File: src/rtl/ascii7_uart_rx_pkg.sv
// rtl/ascii7_uart_rx_pkg.sv - shared state encodings, ASCII constants and parity helper
//
// Purpose: definitions shared by the ASCII UART receiver, the character-sequence
//          detectors downstream of it, and their benches.
// Contents:
//   ST_*         receiver FSM state encodings
//   rx_state_e   enum built on those encodings
//   ASCII_*      characters the detectors look for
//   parity_ok()  parity check over seven data bits plus the parity bit

package ascii7_uart_rx_pkg;

  localparam logic [2:0] ST_IDLE   = 3'd0;
  localparam logic [2:0] ST_START  = 3'd1;
  localparam logic [2:0] ST_DATA   = 3'd2;
  localparam logic [2:0] ST_PARITY = 3'd3;
  localparam logic [2:0] ST_STOP   = 3'd4;
  localparam logic [2:0] ST_BREAK  = 3'd5;

  typedef enum logic [2:0] {
    IDLE   = ST_IDLE,
    START  = ST_START,
    DATA   = ST_DATA,
    PARITY = ST_PARITY,
    STOP   = ST_STOP,
    BREAK  = ST_BREAK
  } rx_state_e;

  localparam logic [6:0] ASCII_C = 7'h43;
  localparam logic [6:0] ASCII_O = 7'h4F;
  localparam logic [6:0] ASCII_R = 7'h52;
  localparam logic [6:0] ASCII_N = 7'h4E;
  localparam logic [6:0] ASCII_A = 7'h41;

  // The XOR over data and parity bit is 0 for a good even-parity frame and 1
  // for a good odd-parity frame, so it is compared directly against `odd`.
  function automatic logic parity_ok(input logic [6:0] data,
                                     input logic       pbit,
                                     input logic       odd);
    return ((^{data, pbit}) == odd);
  endfunction

endpackage

File: src/rtl/ascii7_uart_rx_sync.sv
// rtl/ascii7_uart_rx_sync.sv - two-flop synchroniser for the serial line
//
// Purpose: brings the asynchronous rxd line into the clk domain.
// Ports:
//   clk  in   system clock, rising edge
//   rst  in   asynchronous active-high reset; both flops reset to 1 (idle line)
//   d    in   asynchronous input
//   q    out  synchronised output, two clk cycles behind d

module ascii7_uart_rx_sync (
  input  logic clk,
  input  logic rst,
  input  logic d,
  output logic q
);

  logic meta_q, meta_d;
  logic sync_q, sync_d;

  always_comb begin
    meta_d = d;
    sync_d = meta_q;
  end

  always_ff @(posedge clk or posedge rst) begin
    if (rst) begin
      meta_q <= 1'b1;
      sync_q <= 1'b1;
    end else begin
      meta_q <= meta_d;
      sync_q <= sync_d;
    end
  end

  assign q = sync_q;

endmodule

File: src/rtl/ascii7_uart_rx.sv
// rtl/ascii7_uart_rx.sv - UART receiver delivering 7-bit ASCII characters
//
// Purpose: receives asynchronous UART frames (start, 7 data bits LSB first,
//          optional parity, stop) and presents each good character with a
//          one-cycle strobe. Bad frames are dropped with an error strobe.
// Parameters:
//   CLKS_PER_BIT  clk cycles per bit, 4..1024
//   PARITY_EN     1 = frame carries a parity bit
//   PARITY_ODD    1 = odd parity, 0 = even parity
// Ports:
//   clk         in   system clock, rising edge
//   rst         in   asynchronous active-high reset
//   rxd         in   asynchronous serial line, idle high
//   char_out    out  last good character; stable between char_valid strobes
//   char_valid  out  one-cycle strobe, char_out updated this cycle
//   parity_err  out  one-cycle strobe, parity mismatch, character dropped
//   frame_err   out  one-cycle strobe, stop bit low, character dropped
//   busy        out  high from a confirmed start bit until return to IDLE

module ascii7_uart_rx
  import ascii7_uart_rx_pkg::*;
#(
  parameter int CLKS_PER_BIT = 16,
  parameter bit PARITY_EN    = 1'b1,
  parameter bit PARITY_ODD   = 1'b0
) (
  input  logic       clk,
  input  logic       rst,
  input  logic       rxd,
  output logic [6:0] char_out,
  output logic       char_valid,
  output logic       parity_err,
  output logic       frame_err,
  output logic       busy
);

  localparam int CW   = $clog2(CLKS_PER_BIT);
  localparam int HALF = CLKS_PER_BIT / 2;

  // Start bit is checked half a bit in; every later bit is sampled one full
  // bit after the previous sample, which lands each sample mid-bit.
  localparam logic [CW-1:0] CNT_HALF = CW'(HALF - 1);
  localparam logic [CW-1:0] CNT_LAST = CW'(CLKS_PER_BIT - 1);

  logic rxs;

  ascii7_uart_rx_sync u_sync (
    .clk (clk),
    .rst (rst),
    .d   (rxd),
    .q   (rxs)
  );

  rx_state_e     state_q, state_d;
  logic [CW-1:0] cnt_q,   cnt_d;
  logic [2:0]    idx_q,   idx_d;
  logic [6:0]    data_q,  data_d;
  logic          perr_q,  perr_d;
  logic [6:0]    char_q,  char_d;
  logic          cv_q,    cv_d;
  logic          pe_q,    pe_d;
  logic          fe_q,    fe_d;
  logic          busy_q,  busy_d;

  always_comb begin
    state_d = state_q;
    cnt_d   = cnt_q + 1'b1;
    idx_d   = idx_q;
    data_d  = data_q;
    perr_d  = perr_q;
    char_d  = char_q;
    cv_d    = 1'b0;
    pe_d    = 1'b0;
    fe_d    = 1'b0;
    busy_d  = busy_q;

    case (state_q)
      IDLE: begin
        cnt_d = '0;
        if (!rxs) begin
          state_d = START;
        end
      end

      START: begin
        if (cnt_q == CNT_HALF) begin
          cnt_d = '0;
          if (!rxs) begin
            state_d = DATA;
            busy_d  = 1'b1;
            idx_d   = 3'd0;
            perr_d  = 1'b0;
          end else begin
            // Line went back high before mid-start: a glitch, not a frame.
            state_d = IDLE;
          end
        end
      end

      DATA: begin
        if (cnt_q == CNT_LAST) begin
          cnt_d         = '0;
          data_d[idx_q] = rxs;
          if (idx_q == 3'd6) begin
            state_d = PARITY_EN ? PARITY : STOP;
          end else begin
            idx_d = idx_q + 3'd1;
          end
        end
      end

      PARITY: begin
        if (cnt_q == CNT_LAST) begin
          cnt_d   = '0;
          perr_d  = !parity_ok(data_q, rxs, PARITY_ODD);
          state_d = STOP;
        end
      end

      STOP: begin
        if (cnt_q == CNT_LAST) begin
          cnt_d  = '0;
          busy_d = 1'b0;
          if (rxs) begin
            state_d = IDLE;
            if (perr_q) begin
              pe_d = 1'b1;
            end else begin
              cv_d   = 1'b1;
              char_d = data_q;
            end
          end else begin
            // Low stop bit outranks any pending parity error; BREAK then
            // swallows the rest of a held-low line so only one error fires.
            fe_d    = 1'b1;
            state_d = BREAK;
          end
        end
      end

      BREAK: begin
        cnt_d = '0;
        if (rxs) begin
          state_d = IDLE;
        end
      end

      default: begin
        state_d = IDLE;
        cnt_d   = '0;
        busy_d  = 1'b0;
      end
    endcase
  end

  always_ff @(posedge clk or posedge rst) begin
    if (rst) begin
      state_q <= IDLE;
      cnt_q   <= '0;
      idx_q   <= 3'd0;
      data_q  <= 7'h00;
      perr_q  <= 1'b0;
      char_q  <= 7'h00;
      cv_q    <= 1'b0;
      pe_q    <= 1'b0;
      fe_q    <= 1'b0;
      busy_q  <= 1'b0;
    end else begin
      state_q <= state_d;
      cnt_q   <= cnt_d;
      idx_q   <= idx_d;
      data_q  <= data_d;
      perr_q  <= perr_d;
      char_q  <= char_d;
      cv_q    <= cv_d;
      pe_q    <= pe_d;
      fe_q    <= fe_d;
      busy_q  <= busy_d;
    end
  end

  assign char_out   = char_q;
  assign char_valid = cv_q;
  assign parity_err = pe_q;
  assign frame_err  = fe_q;
  assign busy       = busy_q;

endmodule

File: config.mk
export PLATFORM = sky130hd
export DESIGN_NAME = ascii7_uart_rx
export DESIGN_NICKNAME = d
export VERILOG_FILES = /design/src/rtl/ascii7_uart_rx_pkg.sv /design/src/rtl/ascii7_uart_rx_sync.sv /design/src/rtl/ascii7_uart_rx.sv
export SDC_FILE = /design/constraint.sdc
export NUM_CORES = 1
export LEC_CHECK = 0
export ABC_AREA = 0
export CAP_MARGIN = 0
export CELL_PAD_IN_SITES_DETAIL_PLACEMENT = 0
export CELL_PAD_IN_SITES_GLOBAL_PLACEMENT = 2
export CORE_MARGIN = 8
export CORE_UTILIZATION = 42
export CTS_BUF_LIST = sky130_fd_sc_hd__clkbuf_8
export DETAILED_ROUTE_END_ITERATION = 16
export HOLD_SLACK_MARGIN = 0.03
export PLACE_DENSITY_LB_ADDON = 0.1
export SYNTH_ARGS = -nofsm -noshare
export SYNTH_HDL_FRONTEND = slang
export SYNTH_SLANG_ARGS = --single-unit
File: constraint.sdc
create_clock -name clk -period 3.3 [get_ports clk]
set_input_delay 0.33 -clock clk [delete_from_list [all_inputs] [get_ports clk]]
set_output_delay 0.33 -clock clk [all_outputs]
set_load 0.01 [all_outputs]
==> results.yml <==
timing:
  final_min_period_over_clock_period_pct: 57.1
  final_count_of_negative_setup_slack_endpoints: 0
  finalWorstSetupSlack_ns: 1.42
  setup-tns-final_ns: 0
  report.final.hold_viol_count: 0
  timing.fmax_ghz: 0.531
  drv_slew: 0
  timing_worst_slew_pin_value_ns: 0.560
  post-route-min-period_ns: 1.88
  whs_ns: 0.356
  max-slew-margin-rel_pct: 61.7
  grt_setup_unrepaired: "no"
  finClkSkew_ns: 0.00234
clock_network:
  cts-hold-fix-buffers: 0
  clockRootBuffer: "clkbuf_8"
  cts.sinks: 31
  worstSkewPairLatency_ns: 0.28
  cts.repair_timing.setup_buffer_count: 0
  clock_tree.buffer_depth: 2
  clk_pin_slew_ns: 0.06
  tritoncts_clock_tree: "done"
  postCtsResizedCells: 0
  cts_made_buffers: 5
  cts_htree_levels: 2
yosys:
  synth_async_sr_flop_share_pct: 100
  synth.yosys.seq_area_share_pct: 49.3
  synth-main-ff-cell: "dfrtp_1"
  post_synth_main_area_contributors: "dfrtp_1 46%, mux2_2 9.3%, dfstp_2 3.3%, xnor2_1 3.3%, o21ai_0 2.5%"
  syn-instance-count: 145
  synth_common_cells: "29 x dfrtp_1, 13 x mux2_2, 8 x inv_1, 8 x nor2_1, 8 x o21ai_0"
  post_synthesis_cell_type_count: 40
  synth_warnings: 0
  yosys.area.top_type_share_pct: 46.0
  area_of_the_mapped_netlist_sq_um: 1580
  synth-edff-count: 0
  synth.most_common_cell: "dfrtp_1"
  synth_seq_cells: 31
  synthesized_nets: 151
  synth_top_cell_by_area: "dfrtp_1"
  post_synth.cell_area_avg_sq_um: 10.9
placement:
  preCtsSetupSlack_ns: 1.42
  gp_congestion: 0.784
  place.detailed.instances: 197
  port_buf_inserts: 13
  detailed_place_hpwl_mm: 1.96
routing:
  initialDrtViolationCount: 50
  detail_route.vias_per_cell: 5.30
  ant_nets: 0
  first_pass_iters: 4
  wirelength_mm: 2.82
  count_of_vias_placed_by_the_detailed_router: 1086
  drt_drc_violations_left: 0
  post_drt_wl_per_cell_um: 13.7
global_routing:
  number_of_global_route_vias_before_repair: 1101
  globalRoute.totalOverflow: 0
  grt_max_degree: 32
  wire_length_of_the_first_global_routing_pass_mm: 5.20
  overall_fraction_of_global_route_tracks_in_use_pct: 10.8
  antenna_found_initial: 0
power_and_ir_drop:
  p_leak_nw: 0.831
  p_int_w: 0.000608
  comb_pwr_share_pct: 10.7
  swShare_pct: 26.0
  power.density_nw_per_um2: 453
  share_clk_of_total_power_pct: 36.5
  power.share.sequential_pct: 52.8
  switchingPower_w: 0.000213
  max-vdd-ir-drop_v: 0.000241
status:
  outcome: "finished clean"
critical_path:
  arrival_ns: 2.05
  critical_path.endpoint_type: "flop"
  worst_setup_path_start_kind: "flop"
  path_max_fanout: 14
  setup.worst_path.class: "flop to flop"
  worst-endpoint-required_ns: 3.46
  ff2ff_path_depth: 4
finish:
  layout.cells.non_filler: 205
  share_of_cells_above_drive_strength_1_pct: 17.2
  antenna_cells_inserted: 0
  fin_nets: 162
  area.growth.synth_to_final_pct: 14.7
run:
  drv_cap: 0
min_path:
  min_path_type: "flop to flop"
  min_delay_path_depth: 0
floorplan:
  die_height_um: 77.3
  num_rows: 22
  die_area_sq_um: 5980
  top_level_ports: 14
  core-area_sq_um: 3630
  start_util_pct: 43.5
  die_w_um: 77.3
## layout by cell type, fill, tap and decap left out, drive strengths merged, types with 3 or more instances in the layout
cell / netlist / final
xnor2: 6 / 6
a21oi: 7 / 7
xor2: 3 / 3
ha: 3 / 3
clkdlybuf4s50: 0 / 13
nand3: 3 / 3
nor2b: 4 / 4
clkbuf: 5 / 6
nand2: 6 / 6
inv: 8 / 9
a31oi: 3 / 3
dfrtp: 29 / 29
nand4: 3 / 3
nor2: 8 / 8
o21ai: 8 / 8
mux2: 15 / 15
## registers in the layout (all words and copies together), names as in the netlist
register       count
char_out           7
u_sync.meta_q      1
char_valid         1
idx_q              3
u_sync.q           1
busy               1
cnt_q              4
state_q            3
parity_err         1
perr_q             1
data_q             7
frame_err          1
## through the flow
step | instance area, sq um | total power [W] | utilization [%]
floorplan | 1580 | 0.000512 | -
global placement | 1720 | 0.000531 | 47.3
detailed placement | 1720 | 0.000529 | 47.3
CTS | 1810 | 0.000834 | 49.9
global route | 1810 | 0.000868 | 49.9
finish | 1810 | 0.000821 | 49.9
## layer usage
metal  part of all wire [%]  up-vias  track usage (%)  routed length [um]
met1                     48      523             14.0                1370
li1                       -      535                -                   -
met2                     44       21             15.3                1250
met5                      0        -                0                   0
met4                    2.2        0             6.04                  63
met3                    4.8        7             3.38                 135
## power groups by stage
stage	clock network [W]	logic (W)	registers (W)
floorplan	0	0.0000867	0.000425
global placement	0	0.0000900	0.000441
detailed placement	0	0.0000887	0.000441
CTS	0.000311	0.0000895	0.000433
global route	0.000329	0.000101	0.000438
finish	0.000300	0.0000876	0.000434
## final cells by class
| class | instances | area [sq um] |
|---|---|---|
| inverter | 8 | 30.0 |
| timing repair buffer | 14 | 138 |
| clock buffer | 6 | 82.6 |
| tap | 48 | 60.1 |
| fill | 359 | 1820 |
| multi-input combinational | 96 | 714 |
| clock inverter | 2 | 8.76 |
| sequential | 31 | 778 |
## worst paths after layout
check                                    from             to  slack [ns]
worst max register to register     state_q[0]    char_out[5]        1.42
worst max-delay path               state_q[0]    char_out[5]        1.42
min in group asynchronous                 rst           busy        0.44
max in group asynchronous                 rst  u_sync.meta_q        2.54
worst min-delay path            u_sync.meta_q       u_sync.q        0.36
worst min register to register  u_sync.meta_q       u_sync.q        0.36
## kinds of logic (layout without fill, tap and decap cells)
family,count (synthesis),after routing,synth area share [%]
multiplexers,16,16,11.3
adder cells (fa/ha/maj),3,3,2.38
buffers and inverters,18,30,5.47
AND/OR/NAND/NOR,41,41,16.1
AO/OA/AOI/OAI,27,27,10.5
XOR/XNOR,9,9,4.99
flip-flops,31,31,49.3
## worst max-delay path, cell delays in order (launching register included)
cell and delay, ns:
dfrtp_1 0.54, nor2_1 0.38, nand4_1 0.16, nand2b_1 0.35, mux2_2 0.35
No activity file was read; power rests on OpenSTA's default activity.
